$ cat config.mk
export PLATFORM = sky130hd
export DESIGN_NAME = ship_ctrl
export DESIGN_NICKNAME = d
export VERILOG_FILES = /design/src/rtl/ship_ctrl.sv
export SDC_FILE = /design/constraint.sdc
export NUM_CORES = 1
export LEC_CHECK = 0
export CORE_ASPECT_RATIO = 1.25
export CORE_MARGIN = 10
export CORE_UTILIZATION = 55
export DETAILED_ROUTE_END_ITERATION = 10
export DONT_BUFFER_PORTS = 1
export GPL_TIMING_DRIVEN = 0
export PLACE_DENSITY = 0.79
export SLEW_MARGIN = 25
export SYNTH_ARGS = -nofsm -noshare
export SYNTH_HDL_FRONTEND = slang
export SYNTH_SLANG_ARGS = --single-unit
$ cat constraint.sdc
create_clock -name clk_25MHz -period 1.85 [get_ports clk_25MHz]
set_input_delay 0.185 -clock clk_25MHz [delete_from_list [all_inputs] [get_ports clk_25MHz]]
set_output_delay 0.185 -clock clk_25MHz [all_outputs]
set_load 0.02 [all_outputs]
$ cat src/rtl/ship_ctrl.sv
// ship_ctrl: player ship position and fire control.
//   Left/right buttons move the ship on game ticks (enable). Holding a direction
//   gives one immediate move, then auto-repeat after HOLD_DELAY ticks, then a move
//   every REPEAT_RATE ticks. Position saturates at [X_MIN, X_MAX].
//   A fire button rising edge raises fire_req for one clock, provided no missile
//   is in flight and the cooldown has expired.
// Ports:
//   clk_25MHz, reset (async, active high)
//   enable          game tick strobe
//   left/right/fire_debounced  button levels
//   missile_busy    blocks firing
//   ship_x          registered position
//   fire_req        one-clock launch pulse
//   moving          move FSM in HOLD or REPEAT
module ship_ctrl #(
  parameter int XW            = 5,
  parameter int X_MIN         = 0,
  parameter int X_MAX         = 31,
  parameter int X_INIT        = 15,
  parameter int STEP          = 1,
  parameter int HOLD_DELAY    = 4,
  parameter int REPEAT_RATE   = 2,
  parameter int FIRE_COOLDOWN = 8
) (
  input  logic          clk_25MHz,
  input  logic          reset,
  input  logic          enable,
  input  logic          left_debounced,
  input  logic          right_debounced,
  input  logic          fire_debounced,
  input  logic          missile_busy,
  output logic [XW-1:0] ship_x,
  output logic          fire_req,
  output logic          moving
);

  localparam int MAXC = (HOLD_DELAY > REPEAT_RATE) ? HOLD_DELAY : REPEAT_RATE;
  localparam int CW   = (MAXC > 1) ? $clog2(MAXC) : 1;
  localparam int FW   = $clog2(FIRE_COOLDOWN + 1);

  localparam logic [XW:0]   XMIN_W = (XW+1)'(X_MIN);
  localparam logic [XW:0]   XMAX_W = (XW+1)'(X_MAX);
  localparam logic [XW:0]   STEP_W = (XW+1)'(STEP);
  localparam logic [XW-1:0] XMIN_N = XW'(X_MIN);
  localparam logic [XW-1:0] XMAX_N = XW'(X_MAX);
  localparam logic [CW-1:0] HOLD_LAST = CW'(HOLD_DELAY - 1);
  localparam logic [CW-1:0] REP_LAST  = CW'(REPEAT_RATE - 1);

  typedef enum logic [1:0] {S_IDLE, S_HOLD, S_REPEAT} state_e;
  typedef enum logic {DIR_R, DIR_L} dir_e;

  state_e        state_q, state_d;
  dir_e          last_dir_q, last_dir_d;
  logic [CW-1:0] cnt_q, cnt_d;
  logic [XW-1:0] x_q, x_d;
  logic [FW-1:0] cool_q, cool_d;
  logic          fire_prev_q;
  logic          fire_req_q;

  // Direction decode: exactly one button pressed gives a valid direction.
  logic dir_vld;
  dir_e dir;
  assign dir_vld = left_debounced ^ right_debounced;
  assign dir     = left_debounced ? DIR_L : DIR_R;

  // Saturating moves in XW+1 bits. A left move that borrows sets the MSB,
  // which is treated as below X_MIN.
  logic [XW:0]   sum_r, dif_l;
  logic [XW-1:0] x_right, x_left, x_moved;
  assign sum_r   = {1'b0, x_q} + STEP_W;
  assign dif_l   = {1'b0, x_q} - STEP_W;
  assign x_right = (sum_r > XMAX_W) ? XMAX_N : sum_r[XW-1:0];
  assign x_left  = (dif_l[XW] || (dif_l < XMIN_W)) ? XMIN_N : dif_l[XW-1:0];
  assign x_moved = (dir == DIR_L) ? x_left : x_right;

  // Move FSM next state.
  always_comb begin
    state_d    = state_q;
    last_dir_d = last_dir_q;
    cnt_d      = cnt_q;
    x_d        = x_q;
    if (enable) begin
      if (!dir_vld) begin
        state_d = S_IDLE;
        cnt_d   = '0;
      end else if (state_q == S_IDLE || dir != last_dir_q) begin
        // Fresh press or reversal: move immediately and restart the hold delay.
        x_d        = x_moved;
        state_d    = S_HOLD;
        cnt_d      = '0;
        last_dir_d = dir;
      end else if (state_q == S_HOLD) begin
        if (cnt_q == HOLD_LAST) begin
          x_d     = x_moved;
          cnt_d   = '0;
          state_d = S_REPEAT;
        end else begin
          cnt_d = cnt_q + CW'(1);
        end
      end else begin
        if (cnt_q == REP_LAST) begin
          x_d   = x_moved;
          cnt_d = '0;
        end else begin
          cnt_d = cnt_q + CW'(1);
        end
      end
    end
  end

  // Fire: edge detect runs every clock; cooldown counts game ticks.
  logic rise, fire_now;
  assign rise     = fire_debounced & ~fire_prev_q;
  assign fire_now = rise & ~missile_busy & (cool_q == '0);

  always_comb begin
    cool_d = cool_q;
    if (fire_now)
      cool_d = FW'(FIRE_COOLDOWN);
    else if (enable && cool_q != '0)
      cool_d = cool_q - FW'(1);
  end

  always_ff @(posedge clk_25MHz or posedge reset) begin
    if (reset) begin
      state_q     <= S_IDLE;
      last_dir_q  <= DIR_R;
      cnt_q       <= '0;
      x_q         <= XW'(X_INIT);
      cool_q      <= '0;
      fire_prev_q <= 1'b1;  // a button held through reset must not fire
      fire_req_q  <= 1'b0;
    end else begin
      state_q     <= state_d;
      last_dir_q  <= last_dir_d;
      cnt_q       <= cnt_d;
      x_q         <= x_d;
      cool_q      <= cool_d;
      fire_prev_q <= fire_debounced;
      fire_req_q  <= fire_now;
    end
  end

  assign ship_x   = x_q;
  assign fire_req = fire_req_q;
  assign moving   = (state_q != S_IDLE);

endmodule

==> reports/metrics.cfg, run 1 <==
[timing]
period_share_pct=98.42
relSlewSlack_pct=59.39
final.min_clock_period_ps=1821
tightest_slew_ps=602.8
rsz0062_at_grt=yes
fmaxAchievable_mhz=549.2
setup_tns_ps=0
hold_viol=0
setup_viol=0
skew_ps=7.137
drv_slew=0

[drt]
vias_per_cell=6.274
antenna_left=0
vias=985
drtIter0Drc=41
firstDrtPassIters=4
drt-total-wl_microns=2649
avgRoutedWirePerCell_microns=16.87
drc=0

[placement]
portBuffers=0
dpl_cell_area_sq_mm=0.001119
hpwl_microns=1744
place_congestion=0.8760
place_inst=147

[critical_path]
path_class=flip-flop to flip-flop
end_kind=flip-flop
worst-path-max-fanout=5
r2r-start=ship_x[0]$_DFFE_PP1P_
worstSetupStartpointType=flip-flop
crit_required_ps=2060
crit_arrival_ps=2030
cp-startpoint=ship_x[0]$_DFFE_PP1P_

[synth]
synth.net_count=141
synth_seq_cells=16
yosysSeqAreaShare_pct=37.27
synth_edf_count=0
netlist_area_sq_mm=0.001091
synth_area_per_cell_sq_um=8.524
synth-main-ff-cell=dfrtp_1
synthCells=128
yosys.area.top_type_share_pct=25.23
yosys_warnings=0
yosys.area.top_type=dfrtp_1
synth.distinct_cells=40
synth.most_common_cell=nand2_1
yosys-top-cells-count=nand2_1 (12), dfrtp_1 (11), inv_1 (11)
async_flop_share_pct=100.0
ys_top_cells_by_area=dfrtp_1 (25%), dfstp_2 (12%), ha_1 (6.9%), a21oi_1 (4.1%), nand2_1 (4.1%)

[clocking]
clock_latency_ps=290
clock-root-buffer=clkbuf_4
cts_sinks=16
clockBufferDepth=2
cts_tree=yes
ctsHtreeMaxLevel=1
clkTransAtPathRegs_ps=100
numCtsBuffers=3

[finish]
stdcell_area_sq_mm=0.001257
drive_gt1_share_pct=22.46
syn2layout_area_growth_pct=15.25
multiInputGateArea_sq_um=638.1
antenna_cells=0
final_core_util_pct=68.74
nFillCells=138
nets=152
final_cell_count_no_fill=157
seq_area_sq_um=406.6

[flow_run]
drv_cap=0

[floorplan]
core_sq_mm=0.001829
rows=17
fp.dieW_microns=59.84
start_util_pct=59.64
die-area_sq_mm=0.004176
dieHeight_microns=69.80
io_pins=14

[min_path]
holdCritStartpoint=right_debounced
holdCritPathClass=input pin to flip-flop

[grt]
antenna_found_initial=0
grt_overflow=0
grt_pass1_wl_microns=4381
track_usage_pct=12.84
grt_pass1_vias=1040
grt_max_degree=17

[power]
power.density_mw_per_mm2=1435
ir_drop_v=0.001010
p_leak_nw=0.5409

[outcome]
outcome=finished, final reports clean

stage by stage:
stage	hold slack [ps]	setup slack, ps	power (mW)
after floorplan	95.16	25.94	1.219
after global placement	169.9	-72.74	1.341
after detailed placement	180.3	-102.4	1.368
after CTS	106.3	6.005	1.723
after global routing	138.3	-14.29	1.940
final	103.3	29.20	1.805
cells in the final DEF (no fill, tap or decap), drive strengths merged, types with 6 or more instances in the layout:
cell type	n
clkbuf	9
nand3	6
dfrtp	11
nand2b	6
ha	6
inv	11
buf	7
a21oi	9
o21ai	8
nand2	12
nor2	7
worst max-delay path: stages, from the launching register on:
cell and delay, ps:
dfstp_2 420, buf_6 130, buf_4 140, buf_4 150
or4b_4 510, o31a_1 140, o22ai_2 170, a21oi_2 80
repair_timing:
| item | in CTS | in global routing |
|---|---|---|
| hold buffers | 2 | 0 |
| endpoints found under the setup margin | 2 | 3 |
| pin swaps | 0 | 2 |
| endpoints found under the hold margin | 12 | 0 |
| resized for setup | 5 | 7 |
| setup buffers | 4 | 0 |
registers in the layout, indices dropped and copies added, names as in the netlist:
name,flops
cnt_q,2
cool_q,4
fire_prev_q,1
fire_req,1
last_dir_q,1
ship_x,5
state_q,2
cells by family after synthesis:
group	after synthesis	share of synthesized area [%]
AOI/OAI and AO/OA	36	20.99
xor gates and xnor gates	3	2.409
adders and majority gates	6	6.881
buffers and inverters	19	7.568
and+or+nand+nor	48	24.89
DFF	16	37.27
area by class of cell:
cell class	instances	area share (%)
flip-flops and latches	16	32.34
well taps	19	1.891
plain buffers	8	4.577
inverters	11	3.284
clock buffers	4	2.886
multi-input cells	93	50.75
repair buffers	6	4.279
power breakdown:
group / switching (mW) / internal (mW) / total (mW)
registers: 0.182 / 0.494 / 0.676
logic: 0.474 / 0.423 / 0.897
clock network: 0.112 / 0.120 / 0.232
per-layer routing:
| metal | GRT usage (%) | routed length (microns) | vias up |
|---|---|---|---|
| met2 | 22.03 | 1410 | 34 |
| met1 | 12.99 | 1006 | 471 |
| met4 | 6.716 | 56 | 0 |
| met3 | 4.022 | 176 | 7 |
| li1 | - | - | 473 |
| met5 | 0 | 0 | - |
final timing paths:
| kind | to | cells past startpoint | slack, ps |
|---|---|---|---|
| max reg2reg | ship_x[3]$_DFFE_PP1P_ | 7 | 30 |
| max | ship_x[3]$_DFFE_PP1P_ | 7 | 30 |
| min reg2reg | cool_q[1]$_DFFE_PP0P_ | 2 | 540 |
| min in group asynchronous | cool_q[3]$_DFFE_PP0P_ | 2 | 400 |
| min | last_dir_q$_DFFE_PP0P_ | 3 | 100 |
| max in group asynchronous | cool_q[0]$_DFFE_PP0P_ | 2 | 1050 |
No activity file was read; power rests on OpenSTA's default activity.
==> run 2, diff against run 1 <==
SKIP_CTS_REPAIR_TIMING = 1   (was not set)
==> reports/metrics.cfg, run 2 (synthesis results as in run 1) <==
[power]
power.internal_mw=1.007  ; was 1.036 mW
p_seq_share_pct=38.6  ; was 37.4%
power.density_mw_per_mm2=1419  ; was 1435 mW/mm^2
pwr-share-clk_pct=13.3  ; was 12.9%
p_leak_nw=0.5304  ; was 0.5409 nW
swShare_pct=42.19  ; was 42.58%
ir_drop_v=0.0009981  ; was 0.001010 V
p_sw_mw=0.7348  ; was 0.7685 mW
total_power_mw=1.741  ; was 1.805 mW
p_comb_share_pct=48.1  ; was 49.7%

[clocking]
clockBufferDepth=2  ; unchanged
cts_tree=yes  ; unchanged
clkTransAtPathRegs_ps=90  ; was 100 ps
cts_sinks=16  ; unchanged
ctsHtreeMaxLevel=1  ; unchanged
numCtsBuffers=3  ; unchanged
clock-root-buffer=clkbuf_4  ; unchanged
clock_latency_ps=290  ; about the same

[placement]
hpwl_microns=1744  ; unchanged
dpl_cell_area_sq_mm=0.001119  ; unchanged
dp_worst_setup_slack_ps=-102.4  ; unchanged
place_congestion=0.8760  ; unchanged
place_inst=147  ; unchanged
portBuffers=0  ; unchanged

[finish]
antenna_cells=0  ; unchanged
largest_register_ff_count=5  ; unchanged
syn2layout_area_growth_pct=12.50  ; was 15.25%
stdcell_area_sq_mm=0.001227  ; was 0.001257 sq mm
layout_commonest_cell=nand2_1  ; unchanged
nets=151  ; was 152
drive_gt1_share_pct=18.98  ; was 22.46%
final_core_util_pct=67.10  ; was 68.74%
final_cell_count_no_fill=156  ; was 157
nFillCells=142  ; was 138
final_cell_mix=nand2_1 (12), dfrtp_1 (11), inv_1 (10), a21oi_1 (9), o21ai_0 (8)  ; was nand2_1 (12), dfrtp_1 (11), inv_1 (10), o21ai_0 (8), a21oi_1 (8)

[drt]
vias=992  ; was 985
drc=0  ; unchanged
avgRoutedWirePerCell_microns=15.88  ; was 16.87 microns
vias_per_cell=6.359  ; was 6.274
drt-total-wl_microns=2477  ; was 2649 microns
antenna_left=0  ; unchanged
drtIter0Drc=33  ; was 41
firstDrtPassIters=4  ; unchanged

[critical_path]
r2r-start=ship_x[0]$_DFFE_PP1P_  ; unchanged
worstSetupStartpointType=flip-flop  ; unchanged
cp-startpoint=ship_x[0]$_DFFE_PP1P_  ; unchanged
crit_buf_inv=2  ; was 3
worst-path-max-fanout=8  ; was 5
cp_slowest_cell=or4_4  ; was or4b_4
crit_chain=buf_6 > inv_1 > ha_4 > nand2b_4 > or4_4 > a221oi_2 > a21o_1  ; was buf_6 > buf_4 > buf_4 > or4b_4 > o31a_1 > o22ai_2 > a21oi_2
cp_top_family=simple AND/OR/NAND/NOR gates  ; unchanged
end_kind=flip-flop  ; unchanged
crit_required_ps=2090  ; was 2060 ps
slowest_delay_ps=470  ; was 510 ps
crit_arrival_ps=2040  ; was 2030 ps
path_class=flip-flop to flip-flop  ; unchanged

[grt]
grt_pass1_vias=972  ; was 1,040
antenna_found_initial=0  ; unchanged
grt_overflow=0  ; unchanged
track_usage_pct=11.54  ; was 12.84%
grt_pass1_wl_microns=3988  ; was 4381 microns
grt_max_degree=17  ; unchanged

[timing]
final.min_clock_period_ps=1803  ; was 1821 ps
relSlewSlack_pct=59.25  ; was 59.39%
setup_ws_ps=47.43  ; was 29.20 ps
fmaxAchievable_mhz=554.8  ; was 549.2 MHz
hold_viol=0  ; unchanged
skew_ps=5.135  ; was 7.137 ps
drv_slew=0  ; unchanged
setup_viol=0  ; unchanged
tightest_slew_ps=610.6  ; was 602.8 ps
period_share_pct=97.44  ; was 98.42%

[floorplan]
io_pins=14  ; unchanged
die-area_sq_mm=0.004176  ; unchanged
start_util_pct=59.64  ; unchanged
fp.dieW_microns=59.84  ; unchanged
core_sq_mm=0.001829  ; unchanged
dieHeight_microns=69.80  ; unchanged
rows=17  ; unchanged

[min_path]
holdCritStartpoint=right_debounced  ; unchanged
holdCritPathClass=input pin to flip-flop  ; unchanged

[flow_run]
drv_cap=0  ; unchanged

[outcome]
outcome=finished, final reports clean  ; unchanged

[run 2: cell count changes in the layout (fill, tap and decap cells not counted)]
cell      delta
a21oi_1      +1
a21oi_2      -1
clkbuf_8     -1
nor2_1       +1
nor2_2       -1
o22ai_1      +1
o22ai_2      -1
or4b_1       +1
or4b_4       -1
[run 2: power by group through the flow]
stage	logic, mW	registers (mW)	clock network (mW)
floorplan	0.570	0.649	0
global placement	0.667	0.674	0
detailed placement	0.686	0.682	0
CTS	0.694	0.675	0.239
global route	0.922	0.695	0.256
finish	0.837	0.673	0.232
[run 2: layout make-up]
cell class / instances / area [sq um] / area share [%]
buffer: 8 / 55.05 / 4.485
clock buffer: 4 / 36.28 / 2.956
inverter: 11 / 41.29 / 3.364
multi-input combinational: 93 / 621.8 / 50.66
sequential: 16 / 406.6 / 33.13
tap: 19 / 23.77 / 1.937
timing repair buffer: 5 / 42.54 / 3.466
[run 2: per-layer routing]
layer  share of wire [%]  track usage, %  vias to the layer above
met2                  52           18.84                       46
met1                  37           12.67                      470
met5                   0               0                        -
met3                 8.9           3.473                        7
met4                 1.9           5.970                        0
li1                    -               -                      469
[run 2: final timing paths]
path / endpoint / slack, ps / cells past startpoint
worst max-delay path: ship_x[4]$_DFFE_PP0P_ / 50 / 7
worst min-delay path: last_dir_q$_DFFE_PP0P_ / 100 / 3
worst max register to register: ship_x[4]$_DFFE_PP0P_ / 50 / 7
worst min register to register: cool_q[1]$_DFFE_PP0P_ / 540 / 2
max in group asynchronous: fire_req$_DFF_PP0_ / 1060 / 2
min in group asynchronous: cool_q[3]$_DFFE_PP0P_ / 400 / 2
[run 2: metrics by stage]
step                TNS, ps  hold slack, ps
floorplan                 0           95.16
global placement     -90.55           169.9
detailed placement   -148.2           180.3
CTS                  -187.6          -141.7
global route         -22.56           138.7
finish                    0           104.2
[run 2: worst reg2reg max path, cell delays in order, from the launching register on]
cell and delay [ps]:
dfstp_2 420, buf_6 150, inv_1 110, ha_4 160
nand2b_4 60, or4_4 470, a221oi_2 250, a21o_1 130
==> run 3, diff against run 2 <==
CORE_UTILIZATION = 40   (was 55)
CTS_CLUSTER_SIZE = 16   (was not set)
PLACE_DENSITY = 0.62   (was 0.79)
==> reports/metrics.cfg, run 3 (synthesis results as in run 1) <==
[floorplan]
core_sq_mm=0.002654  ; was 0.001829 sq mm
die-area_sq_mm=0.005229  ; was 0.004176 sq mm
dieHeight_microns=78.39  ; was 69.80 microns
fp.dieW_microns=66.71  ; was 59.84 microns
io_pins=14  ; unchanged
rows=21  ; was 17
start_util_pct=41.11  ; was 59.64%

[clocking]
clkTransAtPathRegs_ps=100  ; was 90 ps
clock-root-buffer=clkbuf_4  ; unchanged
cts_tree=yes  ; unchanged
ctsHtreeMaxLevel=1  ; unchanged
clockBufferDepth=2  ; unchanged
clock_latency_ps=290  ; about the same
cts_sinks=16  ; unchanged
numCtsBuffers=3  ; unchanged

[drt]
vias_per_cell=5.624  ; was 6.359
top_layer_used=met4  ; unchanged
drc=0  ; unchanged
wl_met2_microns=1117  ; was 1297 microns
vias=956  ; was 992
m1WireLength_microns=1061  ; was 913 microns
drtIter0Drc=72  ; was 33
antenna_left=0  ; unchanged
firstDrtPassIters=4  ; unchanged
avgRoutedWirePerCell_microns=14.18  ; was 15.88 microns
drt-total-wl_microns=2410  ; was 2477 microns
wl_met3_microns=194  ; was 220 microns

[critical_path]
crit_arrival_ps=2010  ; was 2040 ps
slowest_delay_ps=470  ; about the same
path_class=flip-flop to flip-flop  ; unchanged
cp_top_family=simple AND/OR/NAND/NOR gates  ; unchanged
crit_required_ps=2080  ; was 2090 ps
crit_chain=buf_6 > inv_2 > ha_4 > nand2b_4 > or4_4 > a221oi_2 > a21o_1  ; was buf_6 > inv_1 > ha_4 > nand2b_4 > or4_4 > a221oi_2 > a21o_1
crit_buf_inv=2  ; unchanged
worst-path-max-fanout=5  ; was 8
cp_slowest_cell=or4_4  ; unchanged
end_kind=flip-flop  ; unchanged
worstSetupStartpointType=flip-flop  ; unchanged

[placement]
portBuffers=0  ; unchanged
place_congestion=0.9078  ; was 0.8760
dp_worst_setup_slack_ps=-82.60  ; was -102.4 ps
hpwl_microns=1735  ; was 1744 microns
place_inst=162  ; was 147
dpl_cell_area_sq_mm=0.001137  ; was 0.001119 sq mm

[outcome]
outcome=finished, final reports clean  ; unchanged

[grt]
grt_max_degree=17  ; unchanged
track_usage_pct=9.256  ; was 11.54%
grt_overflow=0  ; unchanged
grt_pass1_vias=921  ; was 972
antenna_found_initial=0  ; unchanged
grt_pass1_wl_microns=3974  ; was 3988 microns

[finish]
drive_gt1_share_pct=19.12  ; was 18.98%
syn2layout_area_growth_pct=13.30  ; was 12.50%
largest_register_ff_count=5  ; unchanged
stdcell_area_sq_mm=0.001236  ; was 0.001227 sq mm
antenna_cells=0  ; unchanged
layout_commonest_cell=nand2_1  ; unchanged
final_core_util_pct=46.58  ; was 67.10%
final_cell_count_no_fill=170  ; was 156
nets=150  ; was 151
final_cell_mix=nand2_1 (12), dfrtp_1 (11), inv_1 (9), a21oi_1 (9), o21ai_0 (8)  ; was nand2_1 (12), dfrtp_1 (11), inv_1 (10), a21oi_1 (9), o21ai_0 (8)

[power]
ir_drop_v=0.0008500  ; was 0.0009981 V
power.density_mw_per_mm2=1387  ; was 1419 mW/mm^2
p_leak_nw=0.5235  ; was 0.5304 nW

[timing]
period_share_pct=96.29  ; was 97.44%
setup_viol=0  ; unchanged
tightest_slew_ps=606.2  ; was 610.6 ps
fmaxAchievable_mhz=561.3  ; was 554.8 MHz
hold_viol=0  ; unchanged
final.min_clock_period_ps=1781  ; was 1803 ps
drv_slew=0  ; unchanged
fin_hold_ws_ps=110.2  ; was 104.2 ps
skew_ps=8.498  ; was 5.135 ps
relSlewSlack_pct=59.54  ; was 59.25%
setup_ws_ps=68.57  ; was 47.43 ps

[flow_run]
drv_cap=0  ; unchanged

[min_path]
holdCritPathClass=input pin to flip-flop  ; unchanged

[run 3: changes by cell type in the layout (fill, tap and decap cells not counted), sizes merged]
cell,change
buf,-1
[run 3: path summary, 6_finish.rpt]
path | endpoint | from | cells after the start | slack, ps
max in group asynchronous | cool_q[0]$_DFFE_PP0P_ | reset | 2 | 1060
worst max register to register | ship_x[4]$_DFFE_PP0P_ | ship_x[0]$_DFFE_PP1P_ | 7 | 70
worst min register to register | cool_q[1]$_DFFE_PP0P_ | cool_q[1]$_DFFE_PP0P_ | 2 | 530
worst max-delay path | ship_x[4]$_DFFE_PP0P_ | ship_x[0]$_DFFE_PP1P_ | 7 | 70
worst min-delay path | fire_req$_DFF_PP0_ | fire_debounced | 2 | 110
min in group asynchronous | last_dir_q$_DFFE_PP0P_ | reset | 2 | 390
[run 3: area by class of cell]
type | instances | area, sq um
well taps | 34 | 42.54
plain buffers | 8 | 55.05
inverters | 11 | 41.29
fillers | 241 | 1418
multi-input cells | 93 | 621.8
flip-flops and latches | 16 | 406.6
clock buffers | 4 | 36.28
repair buffers | 4 | 32.53
[run 3: worst register-to-register path: stages (launching register included)]
cell	delay (ps)
dfstp_2	440
buf_6	140
inv_2	70
ha_4	150
nand2b_4	60
or4_4	470
a221oi_2	250
a21o_1	130
[run 3: stage by stage]
| step | total power [mW] | setup TNS [ps] |
|---|---|---|
| 2_1_floorplan | 1.219 | 0 |
| 3_3_place_gp | 1.353 | -144.2 |
| 3_5_place_dp | 1.359 | -124.9 |
| 4_1_cts | 1.600 | -182.2 |
| 5_1_grt | 1.856 | -16.43 |
| 6_report | 1.715 | 0 |
[run 3: where the power goes]
part	leakage (nW)	internal, mW	switching (mW)
sequential	0.194	0.494	0.186
clock	0.0210	0.120	0.118
combinational	0.308	0.375	0.423
total	0.523	0.989	0.726
[run 3: per-layer routing]
layer,track usage (%),vias up
met4,3.992,0
met2,14.07,29
met5,0,-
met1,11.20,454
met3,3.551,5
li1,-,468
